**config.mk**
```make
export PLATFORM = sky130hd
export DESIGN_NAME = baud_gen
export DESIGN_NICKNAME = d
export VERILOG_FILES = /design/src/rtl/baud_pkg.sv /design/src/rtl/mod_counter.sv /design/src/rtl/baud_gen.sv
export SDC_FILE = /design/constraint.sdc
export NUM_CORES = 1
export LEC_CHECK = 0
export ABC_CLOCK_PERIOD_IN_PS = 1800
export BUFFER_PORTS_ARGS = -buffer_cell sky130_fd_sc_hd__buf_2
export CORE_ASPECT_RATIO = 1.25
export CORE_UTILIZATION = 49
export CTS_BUF_LIST = sky130_fd_sc_hd__clkbuf_8
export DETAILED_ROUTE_END_ITERATION = 10
export PLACE_DENSITY_LB_ADDON = 0.1
export SYNTH_ARGS = -nofsm -noshare
export SYNTH_HDL_FRONTEND = slang
export SYNTH_SLANG_ARGS = --single-unit
```
**constraint.sdc**
```tcl
create_clock -name clk -period 1.8 [get_ports clk]
set_input_delay 0.36 -clock clk [delete_from_list [all_inputs] [get_ports clk]]
set_output_delay 0.36 -clock clk [all_outputs]
set_load 0.02 [all_outputs]
```
**src/rtl/baud_pkg.sv**
```systemverilog
// Shared constants and types for the UART baud path.
// The UART top and register file take the divisor type from here.
package baud_pkg;

  localparam int DVSR_W_DEF     = 11;
  localparam int OVERSAMPLE_DEF = 16;

  typedef logic [DVSR_W_DEF-1:0] dvsr_t;

  // Counter width needed to hold 0..n-1, never narrower than one bit.
  function automatic int cnt_width(input int n);
    return (n > 1) ? $clog2(n) : 1;
  endfunction

endpackage

```
**src/rtl/mod_counter.sv**
```systemverilog
// Enabled modulo counter that returns to zero once it reaches or passes a runtime terminal value.
// `at_term` is the combinational wrap condition. `wrap` is the same condition registered one clock later.
module mod_counter #(
  parameter int W = 8
) (
  input  logic         clk,
  input  logic         reset,
  input  logic         en,
  input  logic [W-1:0] term,
  output logic [W-1:0] count,
  output logic         at_term,
  output logic         wrap
);

  // The >= compare forces a wrap when the terminal value drops below the current count.
  assign at_term = en && (count >= term);

  always_ff @(posedge clk or negedge reset) begin
    if (!reset) begin
      count <= '0;
      wrap  <= 1'b0;
    end else begin
      wrap <= at_term;
      if (at_term) begin
        count <= '0;
      end else if (en) begin
        count <= count + 1'b1;
      end
    end
  end

endmodule

```
**src/rtl/baud_gen.sv**
```systemverilog
// Baud tick generator: `tick` fires every dvsr+1 clocks.
// `bit_tick` fires together with every OVERSAMPLE-th tick. Both are one-clock registered strobes.
module baud_gen
  import baud_pkg::*;
#(
  parameter int DVSR_W     = DVSR_W_DEF,
  parameter int OVERSAMPLE = OVERSAMPLE_DEF
) (
  input  logic              clk,
  input  logic              reset,
  input  logic [DVSR_W-1:0] dvsr,
  output logic              tick,
  output logic              bit_tick
);

  localparam int             S_W    = cnt_width(OVERSAMPLE);
  localparam logic [S_W-1:0] S_TERM = S_W'(OVERSAMPLE - 1);

  logic [DVSR_W-1:0] r;
  logic              r_wrap;
  logic [S_W-1:0]    s;
  logic              s_at_term;

  mod_counter #(.W(DVSR_W)) u_main (
    .clk     (clk),
    .reset   (reset),
    .en      (1'b1),
    .term    (dvsr),
    .count   (r),
    .at_term (r_wrap),
    .wrap    (tick)
  );

  // The oversample counter advances on the same edge as the main wrap.
  // This keeps bit_tick aligned with the tick it belongs to.
  mod_counter #(.W(S_W)) u_ovs (
    .clk     (clk),
    .reset   (reset),
    .en      (r_wrap),
    .term    (S_TERM),
    .count   (s),
    .at_term (s_at_term),
    .wrap    (bit_tick)
  );

  a_tick_single : assert property (@(posedge clk) disable iff (!reset)
    (tick && dvsr != '0) |=> !tick);

  a_r_bounded : assert property (@(posedge clk) disable iff (!reset)
    1'b1 |=> (r <= (($past(dvsr) > $past(r)) ? $past(dvsr) : $past(r))));

  a_bit_follows : assert property (@(posedge clk) disable iff (!reset)
    s_at_term |=> bit_tick);

endmodule

```
==> results.toml <==
[synth]
postSynthAreaPerCell_um2 = 9.74
syn_inst = 104
synth_cell_types = 23
synth-seq-area-share_pct = 42.0
synth-simple-area-share_pct = 17.5
synth_area_um2 = 1010
ys_seq_elements = 17
synthAdderAreaFrac_pct = 16.0
synth.mux.area_fraction_pct = 2.96
yosysWarnings = 0
synth_xor_area_share_pct = 8.64
synth-compound-area-share_pct = 6.54
synth_top_family_by_area = "simple AND/OR/NAND/NOR gates"
syn_nets = 130

[finish]
synthToLayoutAreaGrowth_pct = 29.5
mostFrequentLayoutCell = "dfrtp_1"
final_layout_size_suffix_gt1_share_pct = 33.6
antenna_cells = 0
mostFrequentLayoutCells = "dfrtp_1 (17), nor2_1 (15), buf_2 (14), buf_4 (14), inv_1 (13)"
nets = 161
design_area_um2 = 1310
final_core_util_pct = 67.0

[power_and_ir_drop]
finalPower_mw = 1.52
p_per_area_nw_per_um2 = 1160
p_leak_nw = 0.677
ir_drop_mv = 0.771

[timing]
period_share_pct = 97.6
fin_ws_ns = 0.0434
worst_slew_pin_slew_ns = 0.365
tns_ns = 0
period_needed_ns = 1.76
finalMaxSlewViolations = 0
hold_viol_final = 0
skew_ns = 0.00180
maxSlewHeadroom_pct = 75.6
timing.fmax_ghz = 0.569
rsz0062_at_grt = "yes"
finalSetupViolations = 0

[detailed_routing]
wl_um = 1800
antenna_left = 0
drt_first_pass_iters = 4
post_drt_wl_per_cell_um = 11.7
vias = 798
drtIter0Drc = 5
via_per_inst = 5.18
route.detailed.drc = 0

[critical_path]
cp.arrival_ns = 1.89
critPathLaunchType = "flip-flop"
critPathSlowestCell = "dfrtp_1"
crit_required_ns = 1.93
cpPeakStageDelay_ns = 0.42
critical_path.cell_chain = "ha_4 -> nand2_2 -> nor4_2 -> a221o_2 -> nand3_2 -> a32o_1"
r2r-end = "u_ovs.count[3]"
cp_max_fo = 7
r2r_setup_slack_ns = 0.04
ff2ff_path_depth = 6
path_delay_family = "compound AO/OA/AOI/OAI gates"
cp.buffers_inverters = 0
criticalPathCategory = "reg -> reg"
crit_path_end_kind = "flip-flop"
worstReg2RegStart = "u_main.count[4]"

[floorplanning]
die_x_um = 42.7
initial_core_util_pct = 51.7
die_area_um2 = 2260
ios = 15
core_area_um2 = 1960
row_count = 18
die-height_um = 52.8

[clocking]
cts_tree = "yes"
clock_sinks = 17
cts_root_buf = "clkbuf_8"
cts_buffers = 3
clk_latency_ns = 0.25
cts.clk_slew.worst_paths_ns = 0.06
cts_buffer_depth = 2
htree_levels = 1
cts_hold_buffers = 0

[outcome]
outcome = "completed"

[place]
dpl-instance-area_um2 = 1180
hpwl_um = 1350
port_buffers = 14
dp_slack_ns = -0.150
gp_congestion = 0.713

[global_routing]
antenna_found_initial = 0
grt.total_usage_pct = 17.7
grt_pass1_vias = 747
globalRouteOverflowTotal = 0
grt_max_degree = 18
grt_pass1_wl_um = 2970

[run]
drv_cap = 0

[worst_hold_path]
hp-class = "in -> async"
-- through the flow --
stage	hold slack [ns]	cells
6_report	0.0165	154
5_1_grt	0.0445	154
4_1_cts	0.0300	152
3_5_place_dp	0.297	148
3_3_place_gp	0.298	148
2_1_floorplan	0.0644	104
-- cell usage after synthesis --
cell type / n / share of area (%)
and4_1: 1 / 0.86
inv_1: 12 / 4.4
and3_1: 1 / 0.62
nor2_1: 15 / 5.6
nand2_2: 1 / 0.62
xnor2_1: 4 / 3.5
a31oi_1: 1 / 0.62
a221o_1: 1 / 0.99
nand3_2: 1 / 0.99
nand3_1: 7 / 3.5
buf_6: 1 / 1.1
xor2_1: 6 / 5.2
mux2_4: 2 / 3.0
nor2b_1: 1 / 0.62
o21ai_0: 3 / 1.5
buf_4: 1 / 0.74
ha_1: 13 / 16
a32o_1: 1 / 0.99
nand2b_1: 1 / 0.62
a21oi_1: 5 / 2.5
nand2_1: 8 / 3.0
dfrtp_1: 17 / 42
nor4_2: 1 / 1.2
-- where the power goes --
group / leakage [nW] / switching [mW] / internal, mW
Sequential: 0.221 / 0.0954 / 0.495
Clock: 0.0269 / 0.120 / 0.151
Combinational: 0.429 / 0.307 / 0.355
-- layout make-up --
| cell class | instances | area (um^2) |
|---|---|---|
| multi-input cells | 73 | 597 |
| repair buffers | 28 | 175 |
| flip-flops and latches | 17 | 425 |
| well taps | 20 | 25.0 |
| inverters | 12 | 45.0 |
| clock buffers | 3 | 41.3 |
| clock inverters | 1 | 3.75 |
| fillers | 173 | 647 |
-- kinds of logic (layout without fill, tap and decap cells) --
logic type,Yosys count,after routing
and+or+nand+nor,37,37
DFF,17,17
buffers and inverters,14,44
adders and majority gates,13,13
AOI/OAI and AO/OA,11,11
xor gates and xnor gates,10,10
muxes,2,2
-- worst max path at each step --
stage / from / end / cells past startpoint
after floorplan: u_main.count[2] / u_ovs.count[0] / 6
after global routing: u_main.count[0] / u_ovs.count[0] / 6
after global placement: dvsr[10] / u_ovs.count[1] / 7
final: u_main.count[4] / u_ovs.count[3] / 6
after detailed placement: dvsr[10] / u_ovs.count[3] / 8
after CTS: u_main.count[2] / u_ovs.count[0] / 5
-- sequential cells by signal, indices dropped and copies added (netlist names) --
register	flops
u_main.count	11
u_main.wrap	1
u_ovs.count	4
u_ovs.wrap	1
-- what timing repair did --
item / in CTS / in global routing
pin swaps: 0 / 7
setup endpoints to repair: 14 / 15
resized for setup: 2 / 9
setup buffers: 0 / 2
-- layer usage --
metal	track usage [%]	vias up	part of all wire, %
met4	10.9	0	3.2
met3	2.07	9	2.8
met1	20.6	363	44
li1	-	407	-
met5	0	-	0
met2	30.6	19	50
Note: power is estimated with default switching activity, not from simulation.
